[src/rtl/stream_extrema_tracker_if.sv]
`default_nettype none
// ============================================================================
// Module   : stream_extrema_tracker_if
// Purpose  : Sample stream bundle (valid/ready/data) feeding the extrema
//            tracker.
// Ports    : in_valid - producer has a sample on in_data
//            in_ready - consumer can accept a sample this cycle
//            in_data  - unsigned sample, WIDTH bits
// Modports : master - sample producer
//            slave  - sample consumer (the tracker)
// Revision : 1.0 - initial release
// ============================================================================
interface stream_extrema_tracker_if #(
    parameter int WIDTH = 8
);
    logic             in_valid;
    logic             in_ready;
    logic [WIDTH-1:0] in_data;

    modport master (
        output in_valid,
        output in_data,
        input  in_ready
    );

    modport slave (
        input  in_valid,
        input  in_data,
        output in_ready
    );
endinterface
`default_nettype wire

[src/rtl/stream_extrema_tracker.sv]
`default_nettype none
// ============================================================================
// Module   : stream_extrema_tracker
// Purpose  : Collects a frame of N_SAMPLES unsigned samples over a
//            valid/ready stream and reports the largest and smallest value of
//            the frame together with their (earliest) acceptance indices.
// Ports    : clk       - rising-edge clock
//            rst_n     - asynchronous active-low reset
//            s_if      - sample stream (slave modport)
//            start_i   - frame start, honoured in IDLE or REPORT only
//            busy_o    - high while a frame is being collected
//            done_o    - one-cycle pulse after the last sample is accepted
//            max_val_o - largest sample of the last completed frame
//            min_val_o - smallest sample of the last completed frame
//            max_idx_o - index of max_val_o within that frame
//            min_idx_o - index of min_val_o within that frame
// Revision : 1.0 - initial release
// ============================================================================
module stream_extrema_tracker #(
    parameter int WIDTH     = 8,
    parameter int N_SAMPLES = 8,
    parameter int IDX_W     = $clog2(N_SAMPLES)
) (
    input  wire logic               clk,
    input  wire logic               rst_n,
    stream_extrema_tracker_if.slave s_if,
    input  wire logic               start_i,
    output logic                    busy_o,
    output logic                    done_o,
    output logic [WIDTH-1:0]        max_val_o,
    output logic [WIDTH-1:0]        min_val_o,
    output logic [IDX_W-1:0]        max_idx_o,
    output logic [IDX_W-1:0]        min_idx_o
);

    localparam logic [IDX_W-1:0] c_LAST_IDX = IDX_W'(N_SAMPLES - 1);

    typedef enum logic [1:0] {
        ST_IDLE    = 2'd0,
        ST_COLLECT = 2'd1,
        ST_REPORT  = 2'd2
    } state_t;

    // Unsigned magnitude compare scanned from MSB to LSB: the first differing
    // bit decides. Equal operands fall through as "not greater", which is what
    // makes ties keep the earliest index.
    function automatic logic mag_gt(input logic [WIDTH-1:0] a,
                                    input logic [WIDTH-1:0] b);
        logic decided;
        logic gt;
        decided = 1'b0;
        gt      = 1'b0;
        for (int i = WIDTH - 1; i >= 0; i--) begin
            if (!decided && (a[i] != b[i])) begin
                decided = 1'b1;
                gt      = a[i];
            end
        end
        return gt;
    endfunction

    state_t           state_q,    state_d;
    logic [IDX_W-1:0] cnt_q,      cnt_d;
    logic [WIDTH-1:0] run_max_q,  run_max_d;
    logic [WIDTH-1:0] run_min_q,  run_min_d;
    logic [IDX_W-1:0] run_maxi_q, run_maxi_d;
    logic [IDX_W-1:0] run_mini_q, run_mini_d;
    logic [WIDTH-1:0] max_val_q,  max_val_d;
    logic [WIDTH-1:0] min_val_q,  min_val_d;
    logic [IDX_W-1:0] max_idx_q,  max_idx_d;
    logic [IDX_W-1:0] min_idx_q,  min_idx_d;
    logic             done_q,     done_d;

    logic             w_collect;
    logic             w_accept;
    logic             w_new_max;
    logic             w_new_min;
    // Running extrema including the sample accepted this cycle
    logic [WIDTH-1:0] w_max;
    logic [WIDTH-1:0] w_min;
    logic [IDX_W-1:0] w_maxi;
    logic [IDX_W-1:0] w_mini;

    assign w_collect     = (state_q == ST_COLLECT);
    assign s_if.in_ready = w_collect;
    assign w_accept      = s_if.in_valid && w_collect;

    assign w_new_max = mag_gt(s_if.in_data, run_max_q);
    assign w_new_min = mag_gt(run_min_q, s_if.in_data);

    always_comb begin
        w_max  = run_max_q;
        w_min  = run_min_q;
        w_maxi = run_maxi_q;
        w_mini = run_mini_q;
        if (cnt_q == '0) begin
            // First sample seeds both running extrema
            w_max  = s_if.in_data;
            w_min  = s_if.in_data;
            w_maxi = '0;
            w_mini = '0;
        end else begin
            if (w_new_max) begin
                w_max  = s_if.in_data;
                w_maxi = cnt_q;
            end
            if (w_new_min) begin
                w_min  = s_if.in_data;
                w_mini = cnt_q;
            end
        end
    end

    always_comb begin
        state_d    = state_q;
        cnt_d      = cnt_q;
        run_max_d  = run_max_q;
        run_min_d  = run_min_q;
        run_maxi_d = run_maxi_q;
        run_mini_d = run_mini_q;
        max_val_d  = max_val_q;
        min_val_d  = min_val_q;
        max_idx_d  = max_idx_q;
        min_idx_d  = min_idx_q;
        done_d     = 1'b0;

        unique case (state_q)
            ST_IDLE, ST_REPORT: begin
                if (start_i) begin
                    state_d    = ST_COLLECT;
                    cnt_d      = '0;
                    run_max_d  = '0;
                    run_min_d  = '0;
                    run_maxi_d = '0;
                    run_mini_d = '0;
                end
            end
            ST_COLLECT: begin
                if (w_accept) begin
                    run_max_d  = w_max;
                    run_min_d  = w_min;
                    run_maxi_d = w_maxi;
                    run_mini_d = w_mini;
                    if (cnt_q == c_LAST_IDX) begin
                        // Publish results at the same edge as the last sample
                        state_d   = ST_REPORT;
                        max_val_d = w_max;
                        min_val_d = w_min;
                        max_idx_d = w_maxi;
                        min_idx_d = w_mini;
                        done_d    = 1'b1;
                    end else begin
                        cnt_d = cnt_q + IDX_W'(1);
                    end
                end
            end
            default: begin
                state_d = ST_IDLE;
            end
        endcase
    end

    always_ff @(posedge clk or negedge rst_n) begin
        if (!rst_n) begin
            state_q    <= ST_IDLE;
            cnt_q      <= '0;
            run_max_q  <= '0;
            run_min_q  <= '0;
            run_maxi_q <= '0;
            run_mini_q <= '0;
            max_val_q  <= '0;
            min_val_q  <= '0;
            max_idx_q  <= '0;
            min_idx_q  <= '0;
            done_q     <= 1'b0;
        end else begin
            state_q    <= state_d;
            cnt_q      <= cnt_d;
            run_max_q  <= run_max_d;
            run_min_q  <= run_min_d;
            run_maxi_q <= run_maxi_d;
            run_mini_q <= run_mini_d;
            max_val_q  <= max_val_d;
            min_val_q  <= min_val_d;
            max_idx_q  <= max_idx_d;
            min_idx_q  <= min_idx_d;
            done_q     <= done_d;
        end
    end

    assign busy_o    = w_collect;
    assign done_o    = done_q;
    assign max_val_o = max_val_q;
    assign min_val_o = min_val_q;
    assign max_idx_o = max_idx_q;
    assign min_idx_o = min_idx_q;

endmodule
`default_nettype wire

[src/flat_wrapper.sv]
// flat-port wrapper written by rule: the top's interface ports become plain ports
module stream_extrema_tracker_flat 
#(
    parameter int WIDTH     = 8,
    parameter int N_SAMPLES = 8,
    parameter int IDX_W     = $clog2(N_SAMPLES)
)
  (clk, rst_n, start_i, busy_o, done_o, max_val_o, min_val_o, max_idx_o, min_idx_o, s_if_in_valid, s_if_in_data, s_if_in_ready);
  stream_extrema_tracker_if #(.WIDTH(WIDTH)) s_if_i ();
  input  wire logic clk;
  input  wire logic rst_n;
  input  wire logic start_i;
  output logic busy_o;
  output logic done_o;
  output logic [WIDTH-1:0] max_val_o;
  output logic [WIDTH-1:0] min_val_o;
  output logic [IDX_W-1:0] max_idx_o;
  output logic [IDX_W-1:0] min_idx_o;
  input wire logic [$bits(s_if_i.in_valid)-1:0] s_if_in_valid;
  input wire logic [$bits(s_if_i.in_data)-1:0] s_if_in_data;
  output wire logic [$bits(s_if_i.in_ready)-1:0] s_if_in_ready;
  assign s_if_i.in_valid = s_if_in_valid;
  assign s_if_i.in_data = s_if_in_data;
  assign s_if_in_ready = s_if_i.in_ready;
  stream_extrema_tracker #(.WIDTH(WIDTH), .N_SAMPLES(N_SAMPLES), .IDX_W(IDX_W)) u_core (.clk(clk), .rst_n(rst_n), .s_if(s_if_i), .start_i(start_i), .busy_o(busy_o), .done_o(done_o), .max_val_o(max_val_o), .min_val_o(min_val_o), .max_idx_o(max_idx_o), .min_idx_o(min_idx_o));
endmodule
[config.mk]
export PLATFORM = sky130hd
export DESIGN_NAME = stream_extrema_tracker_flat
export DESIGN_NICKNAME = d
export VERILOG_FILES = /design/src/rtl/stream_extrema_tracker_if.sv /design/src/rtl/stream_extrema_tracker.sv /design/src/flat_wrapper.sv
export SDC_FILE = /design/constraint.sdc
export NUM_CORES = 1
export LEC_CHECK = 0
export ABC_AREA = 1
export CAP_MARGIN = 25
export CORE_MARGIN = 8
export CORE_UTILIZATION = 50
export CTS_CLUSTER_DIAMETER = 30
export CTS_CLUSTER_SIZE = 24
export DETAILED_ROUTE_END_ITERATION = 10
export PLACE_DENSITY_LB_ADDON = 0.1
export SYNTH_ARGS = -nofsm -noshare
export SYNTH_HDL_FRONTEND = slang
export SYNTH_SLANG_ARGS = --single-unit
export TNS_END_PERCENT = 30
[constraint.sdc]
create_clock -name clk -period 2.3 [get_ports clk]
set_clock_uncertainty 0.15 [all_clocks]
set_input_delay 0.23 -clock clk [delete_from_list [all_inputs] [get_ports clk]]
set_output_delay 0.23 -clock clk [all_outputs]
set_load 0.03 [all_outputs]
==> results.yml <==
status:
  status: "finished with violations"
  violations: "negative setup slack"
grt:
  grt_pass1_vias: 2642
  antenna_found_initial: 0
  grt_pass1_wl_um: 12200
  grt_max_degree: 51
  grt_util_all_layers_pct: 17.5
  grt_overflow: 0
pwr:
  p_comb_share_pct: 61.7
  ir_worst_vdd_v: 0.000684
  power.total_w: 0.00548
  clockPowerShare_pct: 10.7
  p_int_w: 0.00288
  swShare_pct: 47.5
  leakagePower_nw: 1.91
  seqPwrFrac_pct: 27.5
  pwr_density_cell_nw_per_um2: 1450
  power.switching_w: 0.00260
sta:
  maxSlewHeadroom_pct: 66.9
  rsz0062_at_grt: "true"
  fmax_mhz: 421
  layout_setup_ws_ns: -0.0772
  min_period_ns: 2.38
  setup_viol: 16
  hold_violations: 0
  finalSetupTns_ns: -0.930
  worstMarginPinSlew_ns: 0.496
  finalMaxSlewViolations: 0
  period_share_pct: 103
finish:
  syn2layout_area_growth_pct: 31.5
  num_antenna_cells: 0
  fillers: 470
  nets: 464
  drive_gt1_share_pct: 21.5
  design_area_um2: 3790
routing:
  routedLengthMet1_um: 3420
  via_per_inst: 5.24
  ant_nets: 0
  met3_length_um: 307
  first_iter_violations: 150
  wirelength_um: 7420
  drc_errors: 0
  route.met2.wl_um: 3550
  wire_per_inst_um: 14.3
  firstDrtPassIters: 4
  routed.top_layer: "met4"
  vias: 2722
worst_setup_path:
  end_kind: "flop"
  regToRegStartpoint: "u_core.run_min_q[7]$_DFFE_PN0P_"
  crit_path_frequent_cell: "inv_2"
  reg2reg_depth: 18
  critical_path.max_stage_delay_ns: 0.43
  worstSetupPathType: "reg2reg"
  crit_slowest_cell: "dfrtp_1"
  cp_cell_sequence: "ha_4 -> nand3_2 -> inv_2 -> nand2_2 -> inv_2 -> nand2_2 -> nor2_4 -> inv_2 -> nor2_4 -> inv_2 -> nor2_4 -> inv_2 -> nand3_4 -> nand3_4 -> nand3_4 -> nand2_2 -> nand3_2 -> nand2_1"
  critPathLaunch: "u_core.run_min_q[7]$_DFFE_PN0P_"
  crit_end: "u_core.run_min_q[4]$_DFFE_PN0P_"
  timing.rr.end: "u_core.run_min_q[4]$_DFFE_PN0P_"
  regToRegSetupSlack_ns: -0.08
  start_kind: "flop"
  required_ns: 2.35
  arrival_ns: 2.43
  worst-path-max-fanout: 7
floorplan:
  core_area_um2: 5540
  die-area_um2: 8450
  start_util_pct: 52.0
  io_pins: 37
  die_h_um: 91.9
  die_x_um: 91.9
  fp-row-count: 27
cts:
  cts_made_buffers: 5
  cts_max_path_buffers: 2
  insertion_delay_ns: 0.30
  cts_tree: "built"
  cts-htree-levels: 2
  path_clk_slew_ns: 0.09
  cts.sinks: 50
  cts_root_buf: "clkbuf_8"
yosys:
  yosysUniqueCellTypes: 31
  synth.most_common_cell: "nand2_1"
  synth_compound_area_share_pct: 8.99
  synth_common_cells: "nand2_1, dfrtp_1, nand3_1"
  synth_largest_area_cell: "dfrtp_1"
  ys.flop_type: "dfrtp_1"
  synth_area_leaders: "dfrtp_1, nand2_1, nand3_1"
  synth_edf_count: 0
  synthAdderAreaFrac_pct: 2.61
  synth_xor_area_share_pct: 1.52
  synth_area_um2: 2880
  ys_seq_area_share_pct: 43.4
  synth_top_family_by_area: "simple AND/OR/NAND/NOR gates"
  syn_inst: 380
  synth-async-reset-ratio_pct: 100
  ys_warn_count: 0
  synth.top_cell.area_share_pct: 43.4
  synth_mux_area_share_pct: 0
  ys_ff_latch: 50
  syn_avg_cell_area_um2: 7.58
  syn_nets: 398
  synth-simple-area-share_pct: 34.8
placed_design:
  dp_hpwl_um: 5230
  dpl-instance-area_um2: 3510
  place_congestion: 0.910
  io_buffers: 36
flow_run:
  cap_violations: 0
worst_hold_path:
  hp-class: "in2async"
==> critical path, delay by kind of cell (launching register included) <==
kind	cells	cell delay (ns)
fa+ha+maj	1	0.30
buf+inv	5	0.30
flops	1	0.43
simple gates	12	1.11
==> cell families (layout without fill, tap and decap cells) <==
group,Yosys count,count (layout)
simple gates,213,213
buf+inv,63,130
flops,50,50
compound gates,43,43
fa+ha+maj,6,6
xor+xnor,5,5
==> routing by layer <==
metal / vias up / track usage, %
li1: 1362 / -
met1: 1291 / 22.2
met2: 58 / 29.1
met3: 11 / 3.18
met4: 0 / 5.64
met5: - / 0
==> per-stage QoR <==
step	cells	worst slack (ns)	hold slack (ns)	util, %
CTS	519	-0.0897	0.298	66.6
floorplan	380	0.0948	-0.216	-
global placement	506	-0.400	0.0874	63.3
finish	519	-0.0772	0.298	68.4
global route	519	-0.250	0.322	68.4
detailed placement	506	-0.476	0.0917	63.3
==> cells in the final DEF (no fill, tap or decap), types with 4 or more instances in the layout <==
cell               n
o21ai_0           17
nand2_2           15
ha_1               4
inv_1             40
nand3_1           34
nand3_2           13
buf_4             31
xnor2_1            5
inv_2             11
o21ai_1           15
nand2_1          113
clkbuf_8           8
dfrtp_1           50
nor2_1            12
nand3_4            4
clkdlybuf4s50_1   34
nand4_1           16
==> power by group through the flow <==
| stage | Sequential [W] | Clock, W | Combinational (W) |
|---|---|---|---|
| 6_report | 0.00151 | 0.000588 | 0.00338 |
| 3_3_place_gp | 0.00151 | 0 | 0.00300 |
| 4_1_cts | 0.00151 | 0.000604 | 0.00323 |
| 5_1_grt | 0.00156 | 0.000633 | 0.00372 |
| 2_1_floorplan | 0.00184 | 0 | 0.00172 |
| 3_5_place_dp | 0.00152 | 0 | 0.00307 |
==> area by class of cell <==
class	count	area, um^2	area share (%)
Multi-Input combinational cell	267	1500	39.5
Sequential cell	50	1250	33.0
Clock buffer	8	110	2.91
Timing Repair Buffer	71	648	17.1
Inverter	51	191	5.05
Tap cell	72	90.1	2.38
==> state kept, by name, indices dropped and copies added (netlist names) <==
signal,cells
u_core.max_val_o,8
u_core.run_maxi_q,3
u_core.state_q,2
u_core.min_val_o,8
u_core.run_min_q,8
u_core.run_max_q,8
u_core.cnt_q,3
u_core.min_idx_o,3
u_core.run_mini_q,3
u_core.done_o,1
u_core.max_idx_o,3
==> how the worst min path moves through the flow <==
stage | endpoint | cells after the start | startpoint | slack (ns)
after detailed placement | u_core.max_idx_o[1]$_DFFE_PN0P_ | 2 | rst_n | 0.09
after floorplan | u_core.cnt_q[0]$_DFFE_PN0P_ | 0 | rst_n | -0.22
after global routing | u_core.max_val_o[1]$_DFFE_PN0P_ | 3 | rst_n | 0.32
final | u_core.max_idx_o[1]$_DFFE_PN0P_ | 3 | rst_n | 0.30
after CTS | u_core.max_idx_o[1]$_DFFE_PN0P_ | 3 | rst_n | 0.30
after global placement | u_core.max_idx_o[0]$_DFFE_PN0P_ | 2 | rst_n | 0.09
==> timing repair <==
action	in CTS	in global routing
gates resized for setup	6	20
buffers inserted	4	0
cloned	0	0
hold buffers	1	0
endpoints found under the setup margin	44	44
hold endpoints to repair	50	0
pin swaps	4	8
Power figures use the tool's default switching activity.
